$ cat src/rtl/apb3_pixel_fifo_slave.sv
// apb3_pixel_fifo_slave
//   APB3 slave that buffers a camera pixel stream in a FIFO and lets the CPU
//   drain it through a DATA register, with status, control, overflow tracking.
//   Optional level interrupt: compile with `define PIXFIFO_IRQ_EN to enable it;
//   without the macro the IRQ port is tied low and THRESH is storage only.
//
// Handshake semantics:
//   APB side: setup = PSEL & !PENABLE, access = PSEL & PENABLE; a transfer
//   completes in the access cycle where PREADY=1, PRDATA/PSLVERR are only
//   meaningful in that cycle and PRDATA is 0 otherwise.
//   Pixel side: a word transfers on every clock edge where PIX_VALID and
//   PIX_READY are both 1; PIX_READY never depends on PIX_VALID. A word offered
//   while enabled and full is dropped and counted as overflow.
module apb3_pixel_fifo_slave #(
  parameter int DATA_W = 32,
  parameter int DEPTH  = 64,
  parameter int ADDR_W = 8
) (
  input  logic              PCLK,
  input  logic              PRESET,
  input  logic              PSEL,
  input  logic              PENABLE,
  input  logic              PWRITE,
  input  logic [ADDR_W-1:0] PADDR,
  input  logic [31:0]       PWDATA,
  output logic [31:0]       PRDATA,
  output logic              PREADY,
  output logic              PSLVERR,
  input  logic              PIX_VALID,
  input  logic [DATA_W-1:0] PIX_DATA,
  output logic              PIX_READY,
  output logic              IRQ,
  output logic [0:0]        dbg_state
);

  localparam int PW = $clog2(DEPTH);
  localparam int CW = PW + 1;

  // Read-path states: idle, or holding a popped word for the second access cycle.
  localparam logic [0:0] ST_IDLE = 1'b0;
  localparam logic [0:0] ST_DATA = 1'b1;

  localparam logic [ADDR_W-3:0] A_DATA   = (ADDR_W-2)'(0);
  localparam logic [ADDR_W-3:0] A_STATUS = (ADDR_W-2)'(1);
  localparam logic [ADDR_W-3:0] A_CTRL   = (ADDR_W-2)'(2);
  localparam logic [ADDR_W-3:0] A_THRESH = (ADDR_W-2)'(3);
  localparam logic [ADDR_W-3:0] A_OVFCNT = (ADDR_W-2)'(4);

  logic [DATA_W-1:0] mem [DEPTH];
  logic [PW-1:0]     wr_ptr;
  logic [PW-1:0]     rd_ptr;
  logic [CW-1:0]     count;
  logic              en;
  logic              ovf;
  logic [15:0]       ovf_cnt;
  logic [15:0]       thresh;
  logic [DATA_W-1:0] rd_data_q;
  logic [0:0]        state;

  logic              access;
  logic [ADDR_W-3:0] word_addr;
  logic              mapped;
  logic              empty;
  logic              full;
  logic              pop_commit;
  logic              clr_pending;
  logic              wr_ctrl;
  logic              wr_thresh;
  logic              push;
  logic              drop;
  logic              unused_bits;

  assign access      = PSEL & PENABLE;
  assign word_addr   = PADDR[ADDR_W-1:2];
  assign mapped      = (word_addr <= A_OVFCNT);
  assign empty       = (count == '0);
  assign full        = (count == CW'(DEPTH));
  assign wr_ctrl     = access & PWRITE & (word_addr == A_CTRL);
  assign wr_thresh   = access & PWRITE & (word_addr == A_THRESH);
  assign clr_pending = wr_ctrl & PWDATA[1];
  // The pop is decided from the current empty flag, so a same-cycle push cannot rescue it.
  assign pop_commit  = !PRESET & access & !PWRITE & (word_addr == A_DATA)
                       & (state == ST_IDLE) & !empty;
  assign PIX_READY   = !PRESET & en & !full & !clr_pending;
  assign push        = PIX_VALID & PIX_READY;
  assign drop        = PIX_VALID & en & full;
  assign dbg_state   = state;
  assign unused_bits = ^{PWDATA[31:16], PADDR[1:0]};

  // APB response: zero-wait for everything except a non-empty DATA read.
  always_comb begin
    PREADY  = 1'b1;
    PSLVERR = 1'b0;
    PRDATA  = 32'd0;
    if (!PRESET && access) begin
      if (state == ST_DATA) begin
        PRDATA = 32'(rd_data_q);
      end else if (!mapped) begin
        PSLVERR = 1'b1;
      end else if (!PWRITE) begin
        case (word_addr)
          A_DATA: begin
            if (empty) PSLVERR = 1'b1;
            else       PREADY  = 1'b0;
          end
          A_STATUS: PRDATA = {13'd0, ovf, full, empty, 16'(count)};
          A_CTRL:   PRDATA = {31'd0, en};
          A_THRESH: PRDATA = {16'd0, thresh};
          A_OVFCNT: PRDATA = {16'd0, ovf_cnt};
          default:  PRDATA = 32'd0;
        endcase
      end
    end
  end

  // Pointers, occupancy, control registers, overflow tracking and read staging.
  always_ff @(posedge PCLK) begin
    if (PRESET) begin
      wr_ptr    <= '0;
      rd_ptr    <= '0;
      count     <= '0;
      en        <= 1'b0;
      ovf       <= 1'b0;
      ovf_cnt   <= 16'd0;
      thresh    <= 16'd0;
      rd_data_q <= '0;
      state     <= ST_IDLE;
    end else begin
      state <= pop_commit ? ST_DATA : ST_IDLE;
      if (pop_commit) rd_data_q <= mem[rd_ptr];
      if (wr_ctrl)    en        <= PWDATA[0];
      if (wr_thresh)  thresh    <= PWDATA[15:0];
      if (clr_pending) begin
        wr_ptr  <= '0;
        rd_ptr  <= '0;
        count   <= '0;
        ovf     <= 1'b0;
        ovf_cnt <= 16'd0;
      end else begin
        if (push)       wr_ptr <= wr_ptr + PW'(1);
        if (pop_commit) rd_ptr <= rd_ptr + PW'(1);
        if (push && !pop_commit)      count <= count + CW'(1);
        else if (!push && pop_commit) count <= count - CW'(1);
        if (drop) begin
          ovf <= 1'b1;
          if (ovf_cnt != 16'hFFFF) ovf_cnt <= ovf_cnt + 16'd1;
        end
      end
    end
  end

  // FIFO storage write; contents need no reset since occupancy guards reads.
  always_ff @(posedge PCLK) begin
    if (push) mem[wr_ptr] <= PIX_DATA;
  end

`ifdef PIXFIFO_IRQ_EN
  logic irq_q;

  // Registered level interrupt: enabled, threshold programmed, and occupancy reached.
  always_ff @(posedge PCLK) begin
    if (PRESET) irq_q <= 1'b0;
    else        irq_q <= en & (16'(count) >= thresh) & (thresh != 16'd0);
  end

  assign IRQ = irq_q;
`else
  assign IRQ = 1'b0;
`endif

endmodule

$ cat config.mk
export PLATFORM = sky130hd
export DESIGN_NAME = apb3_pixel_fifo_slave
export DESIGN_NICKNAME = d
export VERILOG_FILES = /design/src/rtl/apb3_pixel_fifo_slave.sv
export SDC_FILE = /design/constraint.sdc
export NUM_CORES = 2
export LEC_CHECK = 0
export ABC_AREA = 1
export CAP_MARGIN = 40
export CORE_MARGIN = 2
export CORE_UTILIZATION = 52
export CTS_CLUSTER_SIZE = 20
export DETAILED_ROUTE_END_ITERATION = 12
export PLACE_DENSITY_LB_ADDON = 0.15
export SYNTH_ARGS = -nofsm -noshare
export SYNTH_HDL_FRONTEND = slang
export SYNTH_SLANG_ARGS = --single-unit
export TNS_END_PERCENT = 50
$ cat constraint.sdc
create_clock -name PCLK -period 4.6 [get_ports PCLK]
set_input_delay 0.69 -clock PCLK [delete_from_list [all_inputs] [get_ports PCLK]]
set_output_delay 0.69 -clock PCLK [all_outputs]
set_load 0.01 [all_outputs]
==> results <==
- In the layout the commonest cells are nand2_1 (2421), edfxtp_1 (2048), nor2_1 (1032).
- The classification of the worst-slack hold path is input port to flop.
- The aggregate global-route resource usage is 27.4%.
- The clock sink total is 2134.
- The combinational group share of total power is 1.2%.
- The area of the core is 171000 um2.
- The fraction of registers with async set/reset is 0%.
- The proportion of power drawn by flip-flops and latches is 54.7%.
- Overall power consumption after layout is estimated at 0.0389 W.
- STA classifies the critical path endpoint as an output port.
- The clock-pin slew on the worst setup and hold paths is 60 ps.
- The worst-case reg-to-reg path depth is 10.
- The buffers inserted during post-CTS setup optimization is 0.
- After layout, the worst path uses 87.2% of the clock period.
- The die width is 419 um.
- For this run, design rule violations remaining after detail routing come to 0.
- The tree is rooted in a clkbuf_16.
- The area growth from synthesis to layout is 12.5%.
- Along the worst hold path, the cell count comes to 1.
- The number of distinct library cells after synthesis is 38.
- In this run, placement finished with an instance count of 10400.
- TritonCTS built the clock tree.
- The mean instance size in the synthesized netlist is 10.7 um2.
- The number of nets in the synthesized netlist is 8419.
- The first global-routing pass estimated 358000 um of wire.
- The critical path launch point type is an input port.
- The via count of the first global-routing pass came to 57000.
- The critical path class is input port to output port.
- The sum of routed wire length over all layers is 241000 um.
- The detailed placer's ending HPWL is 138000 um.
- In this run, synthesis produced a sequential element count of 2134.
- The cell area after technology mapping is 89400 um2.
- The latest clock arrival within the worst-skew pair is 850 ps.
- Dividing the detail-routed wire length by the instance count gives 22.3 um.
- The die covers 175000 um2.
- For this design the total switching power over the nets is 0.00770 W.
- The net count of the finished layout is 8482.
- At the end of routability-driven placement, the weighted congestion stood at 0.864.
- The analysis attributes to cell leakage a power of 37.9 nW.
- The actual transition at the worst max-transition pin is 1000 ps.
- The total overflow left after global routing is 0.
- The startpoint identified for the worst register-to-register timing path is count[4].
- The path with the worst hold slack has its endpoint at mem[62][30].
- The sequential-to-total area share from yosys stat is 70.7%.
- For this run, the number of Yosys warnings is 0.
- Once the floorplan was initialized, standard cells occupied 52.3% of the core.
- The longest clock path from root to sink contains 3 buffers.
- The site row count is 152.
- The ratio of routed vias to standard cells is 5.54.
- The arrival time of the worst setup path is 3320 ps.
- The end of the worst register-to-register path is mem[47][23].
- The data required time at the worst endpoint is 3910 ps.
- The run finished with clean final reports.
- The startpoint of the lowest-slack hold path is PIX_DATA[30].
- The count of buffers added on input and output ports is 95.
- The antenna diode count is 0.
- The fraction of power consumed by the clock network is 44.1%.
- The number of standard cells after synthesis is 8330.
- The number of setup violations in the final report is 0.
- Net switching is 19.8% of the power.
- Across the whole layout, storage elements account for 63200 um2.
- The reg-to-reg setup timing slack is 1410 ps.
- The clock period minus final worst setup slack is 4010 ps.
- The total of fill cells in the finished design is 14000.
- The number of enable-type register cells in the synthesized netlist is 2048.
- The internal power is 0.0312 W.
- The final number of max-transition violations is 0.
- For this run, the number of standard cells in the final layout without fillers is 10800.
- The maximum number of pins on one net before global-route repair is 168.
- The main flop type after synthesis is edfxtp_1.
- Before antenna repair, the detailed router went through 6 iterations.
- The number of hold violations in the final report is 0.
- IR analysis of the VDD net gives a maximum drop of 379 uV.
- Clock skew on the completed layout was measured at 31.2 ps.
- Headroom to the max-slew limit came out at 33.3%.
- The max-capacitance violation count is 0.
- The initial antenna violation count is 6.
- The number of buffers inserted during clock tree synthesis is 216.
- Power spread over the standard cell area amounts to 386 nW/um2.
- The H-tree depth is 4.
- Setup repair after global routing left no endpoint under its margin.
- Based on the critical path, the design can be clocked at up to 0.249 GHz.
- The detailed router finished its first iteration with 6936 violations.
- In this run the remaining antenna-violating nets after routing total 0.
- Across all layers, the routed design uses 59900 vias.
- The top fanout value on the critical path is 18.
- The post-route netlist has 7.61% of its cells at a drive strength greater than 1.
- The footprint of the multi-input gates is 22200 um2.
- Pin placement for this block handled 115 I/O pins.
- In this run, post-CTS hold repair placed 0 buffers.
- The most common library cell in the layout ignoring fill and taps is nand2_1.
- The post-cts sizing count is 0.
- The die is 419 um tall.
- Adding up every negative setup slack in the final design gives 0 ps.
cell type report:
cell class / count / share of cell area (%)
Clock inverter: 127 / 1.12
Sequential cell: 2134 / 62.8
Inverter: 596 / 2.25
Clock buffer: 277 / 5.72
Timing Repair Buffer: 305 / 3.27
Multi-Input combinational cell: 5140 / 22.0
Tap cell: 2233 / 2.78
power groups by stage:
stage	Combinational (W)	Clock, W	Sequential, W
4_1_cts	0.000463	0.0173	0.0213
2_1_floorplan	0.0000241	0	0.0217
6_report	0.000462	0.0171	0.0213
5_1_grt	0.000489	0.0181	0.0213
3_5_place_dp	0.000462	0	0.0217
3_3_place_gp	0.000432	0	0.0217
worst max-delay path, stage by stage:
cell	delay, ps
clkdlybuf4s50_1	510
nor2_1	270
nand3_2	340
nand2_1	230
nand2_1	60
a21oi_1	160
buf_4	240
nand2_1	70
a21oi_1	180
clkdlybuf4s50_1	570
logic make-up (layout without fill, tap and decap cells):
kind of cell	Yosys count	count (layout)	share of synthesized area, %
buf+inv	1056	1305	5.09
flops	2134	2134	70.7
compound gates	651	651	3.73
simple gates	4458	4458	20.1
fa+ha+maj	11	11	0.162
xor+xnor	19	19	0.186
other cells	1	1	0.00419
flip-flops by register name, summed over array words and instances, names as in the netlist:
| name | cells |
|---|---|
| rd_ptr | 6 |
| rd_data_q | 32 |
| count | 7 |
| dbg_state | 1 |
| ovf_cnt | 16 |
| ovf | 1 |
| wr_ptr | 6 |
| mem | 2048 |
| en | 1 |
| thresh | 16 |
Yosys cell counts (all sizes together) (2+ instances only):
cell type | count | area share, %
a211oi | 3 | 0.025
o211ai | 6 | 0.050
nor2 | 1095 | 4.6
edfxtp | 2048 | 69
dfxtp | 86 | 1.9
nor3b | 2 | 0.017
nand4 | 12 | 0.091
xnor2 | 3 | 0.029
nand2 | 2423 | 10
or2 | 37 | 0.26
nor3 | 25 | 0.16
inv | 595 | 2.5
ha | 10 | 0.14
o21ai | 429 | 2.4
xor2 | 16 | 0.16
clkbuf | 224 | 0.94
nand3 | 858 | 4.8
o21a | 19 | 0.16
a21oi | 192 | 1.1
buf | 236 | 1.6
nor4 | 4 | 0.028
through the flow:
step | instance area [um2] | hold WS (ps) | utilization, % | setup WS [ps]
finish | 101000 | 89.2 | 58.8 | 587
global route | 101000 | 56.2 | 58.8 | 425
CTS | 101000 | 39.6 | 58.8 | 631
detailed placement | 93700 | 465 | 54.8 | 615
global placement | 93000 | 455 | 54.4 | 516
floorplan | 89400 | 440 | - | 1080
worst max path at each step:
stage / from / endpoint / slack (ps) / cells past startpoint
finish: PADDR[3] / PRDATA[12] / 590 / 10
global placement: PADDR[7] / count[5] / 520 / 22
floorplan: PADDR[7] / mem[7][0] / 1080 / 8
global route: PADDR[3] / PRDATA[3] / 420 / 10
CTS: PADDR[3] / PRDATA[7] / 630 / 10
detailed placement: PADDR[7] / count[5] / 620 / 22
routing by layer:
layer / up-vias / track usage, % / part of all wire (%)
li1: 28000 / - / -
met4: 0 / 8.19 / 2.8
met3: 386 / 4.66 / 8.3
met1: 29200 / 38.8 / 42
met2: 2306 / 43.6 / 47
met5: - / 0 / 0
(Power assumes the default switching activity.)
